`config.mk`:
```
export PLATFORM = sky130hd
export DESIGN_NAME = cpu_step_ctrl
export DESIGN_NICKNAME = d
export VERILOG_FILES = /design/src/rtl/cpu_step_pkg.sv /design/src/rtl/sw_debounce.sv /design/src/rtl/cpu_step_ctrl.sv
export SDC_FILE = /design/constraint.sdc
export NUM_CORES = 1
export LEC_CHECK = 0
export CAP_MARGIN = 20
export CORE_UTILIZATION = 50
export CTS_BUF_LIST = sky130_fd_sc_hd__clkbuf_16
export DETAILED_ROUTE_END_ITERATION = 10
export GPL_TIMING_DRIVEN = 0
export PLACE_DENSITY = 0.87
export SETUP_SLACK_MARGIN = 0.05
export SLEW_MARGIN = 20
export SYNTH_ARGS = -nofsm -noshare
export SYNTH_HDL_FRONTEND = slang
export SYNTH_SLANG_ARGS = --single-unit
```
`constraint.sdc`:
```
create_clock -name clk_2 -period 4.34 [get_ports clk_2]
set_clock_uncertainty 0.15 [all_clocks]
set_input_delay 0.868 -clock clk_2 [delete_from_list [all_inputs] [get_ports clk_2]]
set_output_delay 0.868 -clock clk_2 [all_outputs]
set_load 0.01 [all_outputs]
```
`src/rtl/cpu_step_pkg.sv`:
```
// Shared types and constants for the run/step/halt processor clock controller.
package cpu_step_pkg;

  typedef enum logic [1:0] {
    HALT = 2'd0,
    RUN  = 2'd1,
    STEP = 2'd2
  } step_state_t;

  localparam int SYNC_STAGES = 2;

endpackage

```
`src/rtl/sw_debounce.sv`:
```
// Switch conditioner: multi-flop synchroniser followed by a stability filter.
module sw_debounce
  import cpu_step_pkg::*;
#(
  parameter int DEB_CYCLES = 3
) (
  input  logic clk_2,
  input  logic reset,
  input  logic sw,
  output logic sw_filt
);

  localparam int CW = (DEB_CYCLES > 1) ? $clog2(DEB_CYCLES) : 1;
  localparam logic [CW-1:0] CNT_LAST = CW'(DEB_CYCLES - 1);

  logic [SYNC_STAGES-1:0] sync_q;
  logic [CW-1:0]          cnt_q;
  logic                   synced;

  assign synced = sync_q[SYNC_STAGES-1];

  always_ff @(posedge clk_2 or posedge reset) begin
    if (reset) begin
      sync_q  <= '0;
      cnt_q   <= '0;
      sw_filt <= 1'b0;
    end else begin
      sync_q <= {sync_q[SYNC_STAGES-2:0], sw};
      // Count consecutive disagreeing cycles; any agreement restarts the count.
      if (synced != sw_filt) begin
        if (cnt_q == CNT_LAST) begin
          sw_filt <= synced;
          cnt_q   <= '0;
        end else begin
          cnt_q <= cnt_q + 1'b1;
        end
      end else begin
        cnt_q <= '0;
      end
    end
  end

endmodule

```
`src/rtl/cpu_step_ctrl.sv`:
```
// Run/step/halt controller producing a one-cycle processor clock-enable,
// with divided free-run, single-step, PC breakpoint and a pulse counter.
module cpu_step_ctrl
  import cpu_step_pkg::*;
#(
  parameter int NBITS_PC   = 8,
  parameter int CNT_BITS   = 8,
  parameter int DIV        = 4,
  parameter int DEB_CYCLES = 3
) (
  input  logic                clk_2,
  input  logic                reset,
  input  logic                run_sw,
  input  logic                step_sw,
  input  logic                bkpt_en,
  input  logic [NBITS_PC-1:0] bkpt_addr,
  input  logic [NBITS_PC-1:0] pc,
  output logic                cpu_en,
  output logic [CNT_BITS-1:0] cycle_cnt,
  output logic [1:0]          state,
  output logic                bkpt_hit
);

  localparam int DW = (DIV > 1) ? $clog2(DIV) : 1;
  localparam logic [DW-1:0] DIV_LAST = DW'(DIV - 1);

  step_state_t   cur_q, nxt;
  logic [DW-1:0] div_q, div_d;
  logic          first_q, first_d;
  logic          en_d, hit_d;
  logic          run_f, step_f, step_prev_q, step_req, due;

  sw_debounce #(.DEB_CYCLES(DEB_CYCLES)) u_run_deb (
    .clk_2  (clk_2),
    .reset  (reset),
    .sw     (run_sw),
    .sw_filt(run_f)
  );

  sw_debounce #(.DEB_CYCLES(DEB_CYCLES)) u_step_deb (
    .clk_2  (clk_2),
    .reset  (reset),
    .sw     (step_sw),
    .sw_filt(step_f)
  );

  assign step_req = step_f & ~step_prev_q;
  assign due      = (div_q == DIV_LAST);
  assign state    = cur_q;

  always_comb begin
    nxt     = cur_q;
    en_d    = 1'b0;
    div_d   = div_q;
    first_d = first_q;
    hit_d   = bkpt_hit;
    case (cur_q)
      RUN: begin
        // Run release outranks both the breakpoint and a due pulse.
        if (!run_f) begin
          nxt = HALT;
        end else if (due && bkpt_en && (pc == bkpt_addr) && !first_q) begin
          nxt   = HALT;
          hit_d = 1'b1;
        end else begin
          div_d = due ? '0 : div_q + 1'b1;
          if (due) begin
            en_d    = 1'b1;
            first_d = 1'b0;
          end
        end
      end
      STEP: nxt = HALT;
      default: begin
        // HALT, and the unused encoding, arm the divider for the next RUN entry.
        div_d   = '0;
        first_d = 1'b1;
        if (run_f) begin
          nxt   = RUN;
          hit_d = 1'b0;
        end else if (step_req) begin
          nxt   = STEP;
          en_d  = 1'b1;
          hit_d = 1'b0;
        end
      end
    endcase
  end

  always_ff @(posedge clk_2 or posedge reset) begin
    if (reset) begin
      cur_q       <= HALT;
      div_q       <= '0;
      first_q     <= 1'b1;
      cpu_en      <= 1'b0;
      cycle_cnt   <= '0;
      bkpt_hit    <= 1'b0;
      step_prev_q <= 1'b0;
    end else begin
      cur_q       <= nxt;
      div_q       <= div_d;
      first_q     <= first_d;
      cpu_en      <= en_d;
      cycle_cnt   <= cycle_cnt + CNT_BITS'(en_d);
      bkpt_hit    <= hit_d;
      step_prev_q <= step_f;
    end
  end

endmodule

```
==> results.tsv <==
stage	metric	value	unit
global_routing	total gr overflow	0	
synthesis	adder-cell share of the synthesized area	5.11	%
clock_network	Reg clk slew, reported paths	0.06	ns
detailed_routing	remaining antenna violation count	0	
floorplan	CORE AREA	2250	um2
status	outcome	finished clean	
global_routing	vias in the first global route	975	
clock_network	clk_lat worst skew	0.26	ns
timing	Slew HR	39.2	%
worst_setup_path	CP Capture Type	flop	
worst_setup_path	Arr. time, crit path	3.57	ns
floorplan	I/O Pins	33	
worst_hold_path	hold crit path type	flop to flop	
synthesis	simple-gate portion of the synthesized area	17.3	%
timing	count of final setup violators	0	
global_routing	GRT Total Usage	23.1	%
worst_setup_path	Max FO, Critical Path	4	
floorplan	DIE AREA	2650	um2
synthesis	synthesized area per cell	11.6	um2
global_routing	first-pass GRT wire length	4.39	mm
power	pwr dens	524	nW/um2
final_layout	most common cell after layout, fill and taps aside	clkdlybuf4s50_1	
power	Overall Power	0.870	mW
global_routing	largest net degree at the start of global routing	27	
synthesis	FF+latch count, synth	26	
place	Final Wtd Congestion	0.833	
place	worst slack, placed	0.615	ns
synthesis	main combinational cell family by area after synthesis	simple AND/OR/NAND/NOR gates	
worst_setup_path	required time worst endpoint	4.37	ns
clock_network	root buffer cell	clkbuf_16	
global_routing	initial antenna violation count	0	
synthesis	Net Count, Synth	132	
worst_setup_path	R2R Path Start	state[1]	
synthesis	Synth cell types	37	
place	DP HPWL	1.92	mm
clock_network	CTS tree	built	
detailed_routing	routed wire length	2.67	mm
synthesis	gate count of the mapped netlist	106	
timing	Setup TNS	0	ns
job	Max-Cap Viols	0	
worst_setup_path	Critical R2R Capture	cycle_cnt[6]	
timing	unrepaired setup endpoints after global routing	false	
timing	period utilisation layout	81.5	%
power	VDD IR-drop max	0.464	mV
worst_setup_path	slowest CP cell	or4b_1	
final_layout	final instance area	1660	um2
detailed_routing	DRC	0	
clock_network	CTS Buf Count	3	
synthesis	yosys warns	0	
clock_network	hold buffer count at CTS	0	
floorplan	row count	17	
worst_hold_path	hold path endpoint	u_run_deb.sync_q[1]	
detailed_routing	mean routed wirelength per cell	15.7	um
place	dpl cell area	1580	um2
worst_hold_path	HP Start	u_run_deb.sync_q[0]	
worst_setup_path	most used cell, CP	ha_1	
detailed_routing	vias	947	
floorplan	initial core utilization	54.3	%
worst_setup_path	kind of critical path	input pin to flop	
timing	Setup WS post-layout	0.803	ns
clock_network	CTS H-tree lvls	1	
clock_network	clock tree buffer depth	2	
place	Port Buffers	32	
worst_setup_path	R2R Setup Slk	1.48	ns
timing	Tmin final	3.54	ns
clock_network	Num Clock Sinks	26	
synthesis	synthesized area	1220	um2
worst_setup_path	max incr delay on CP	0.55	ns
worst_setup_path	critical path launch point type	input pin	
worst_setup_path	FF-to-FF path depth	11	
synthesis	post-synthesis compound-gate area fraction	8.68	%
detailed_routing	via-per-instance ratio	5.57	
synthesis	Post-Synth XOR/XNOR Area	11.4	%
final_layout	nets	169	
floorplan	chip height	51.5	um
timing	Max Freq	283	MHz
worst_hold_path	Hold Path Stages	0	
timing	Slew Viols, Final	0	
final_layout	commonest non-fill, non-tap cells in the layout	clkdlybuf4s50_1 (32), dfrtp_1 (25), xnor2_1 (11), nand2_1 (6)	
timing	Final Hold Vio Count	0	
floorplan	Die X	51.5	um
detailed_routing	drt pass-1 iters	4	
synthesis	post-synthesis sequential area ratio	53.2	%
final_layout	diode count	0	
clock_network	postcts setup bufs	0	
detailed_routing	DRT iter0 DRCs	17	
final_layout	area grow syn2layout	35.4	%
clock_network	post_cts resized	0	
timing	hold slack	0.200	ns
final_layout	share of layout cells above drive strength 1	7.04	%
timing	Worst-Margin Slew	0.906	ns
worst_setup_path	crit-path cells	clkdlybuf4s50_1 > xor2_1 > or4b_1 > nor3_2 > nor4b_1 > a31o_2 > ha_1 > ha_1 > and3_1 > nand3_1 > xnor2_1	
synthesis	fraction of synthesized area in multiplexers	1.74	%
power	Leak Pwr	0.734	nW
power breakdown:
| group | total (mW) | switching (mW) | internal (mW) |
|---|---|---|---|
| combinational | 0.314 | 0.159 | 0.155 |
| clock | 0.201 | 0.0776 | 0.123 |
| sequential | 0.355 | 0.0487 | 0.306 |
| total | 0.870 | 0.286 | 0.584 |
flip-flops by register name (all words and copies together) (netlist names), 2 cells and up:
name,flops
u_step_deb.cnt_q,2
div_q,2
cycle_cnt,8
u_run_deb.sync_q,2
state,2
u_step_deb.sync_q,2
u_run_deb.cnt_q,2
routing by layer:
layer / GRT usage (%) / wire, um / vias up
met5: 0 / 0 / -
met4: 9.01 / 38 / 0
met3: 4.68 / 150 / 5
met2: 43.9 / 1420 / 37
met1: 24.5 / 1060 / 458
li1: - / - / 447
cell type report:
type	count	area [um2]
clock buffer	3	75.1
inverter	5	18.8
tap	28	35.0
buffer	3	12.5
fill	181	596
timing repair buffer	32	320
clock inverter	1	3.75
sequential	26	652
multi-input combinational	72	542
Yosys cell counts:
master / number / area share, %
dfrtp_1: 25 / 51
xnor2_1: 11 / 7.9
nand2_1: 6 / 1.8
ha_1: 5 / 5.1
inv_1: 5 / 1.5
nor3_1: 5 / 2.0
xor2_1: 5 / 3.6
a21oi_1: 3 / 1.2
nand3_1: 3 / 1.2
nor2_1: 3 / 0.92
a211o_1: 2 / 1.4
a31o_2: 2 / 1.4
and4_1: 2 / 1.4
clkbuf_1: 2 / 0.61
nand4_1: 2 / 1.0
nor2b_1: 2 / 1.0
nor3b_1: 2 / 1.2
nor4b_1: 2 / 1.4
a21o_2: 1 / 0.72
a22oi_1: 1 / 0.61
a311oi_1: 1 / 0.72
and2_1: 1 / 0.51
and3_1: 1 / 0.51
and3b_1: 1 / 0.72
buf_2: 1 / 0.41
dfstp_2: 1 / 2.1
mux2_2: 1 / 0.92
mux2i_1: 1 / 0.82
nand2b_1: 1 / 0.51
nand4b_1: 1 / 0.72
nor3_2: 1 / 0.82
nor4_1: 1 / 0.51
o22ai_1: 1 / 0.51
o2bb2ai_1: 1 / 0.72
o31a_1: 1 / 0.72
o31ai_1: 1 / 0.61
or4b_1: 1 / 0.82
logic make-up after synthesis:
kind of cell / count (synthesis)
compound gates: 14
xor+xnor: 16
fa+ha+maj: 5
buf+inv: 8
flops: 26
mux: 2
simple gates: 35
per-stage QoR:
stage,instances,utilization [%]
2_1_floorplan,106,-
3_3_place_gp,166,70.1
3_5_place_dp,166,70.1
4_1_cts,170,73.6
5_1_grt,170,73.6
6_report,170,73.6
worst max-delay path: cells and delay by family:
kind            cells  cell delay (ns)
xor+xnor            2             0.30
simple gates        5             1.30
buf+inv             1             0.42
fa+ha+maj           2             0.43
compound gates      1             0.25
worst max path at each step:
| stage | from | endpoint | slack, ns | cells after the start |
|---|---|---|---|---|
| 2_1_floorplan | bkpt_addr[1] | cycle_cnt[6] | 1.28 | 10 |
| 3_3_place_gp | bkpt_addr[1] | cycle_cnt[6] | 0.66 | 11 |
| 6_report | bkpt_addr[1] | cycle_cnt[6] | 0.80 | 11 |
| 5_1_grt | bkpt_addr[0] | cycle_cnt[6] | 0.69 | 11 |
| 4_1_cts | bkpt_addr[0] | cycle_cnt[6] | 0.81 | 11 |
| 3_5_place_dp | bkpt_addr[1] | cycle_cnt[6] | 0.62 | 11 |
No activity file was read; power rests on OpenSTA's default activity.
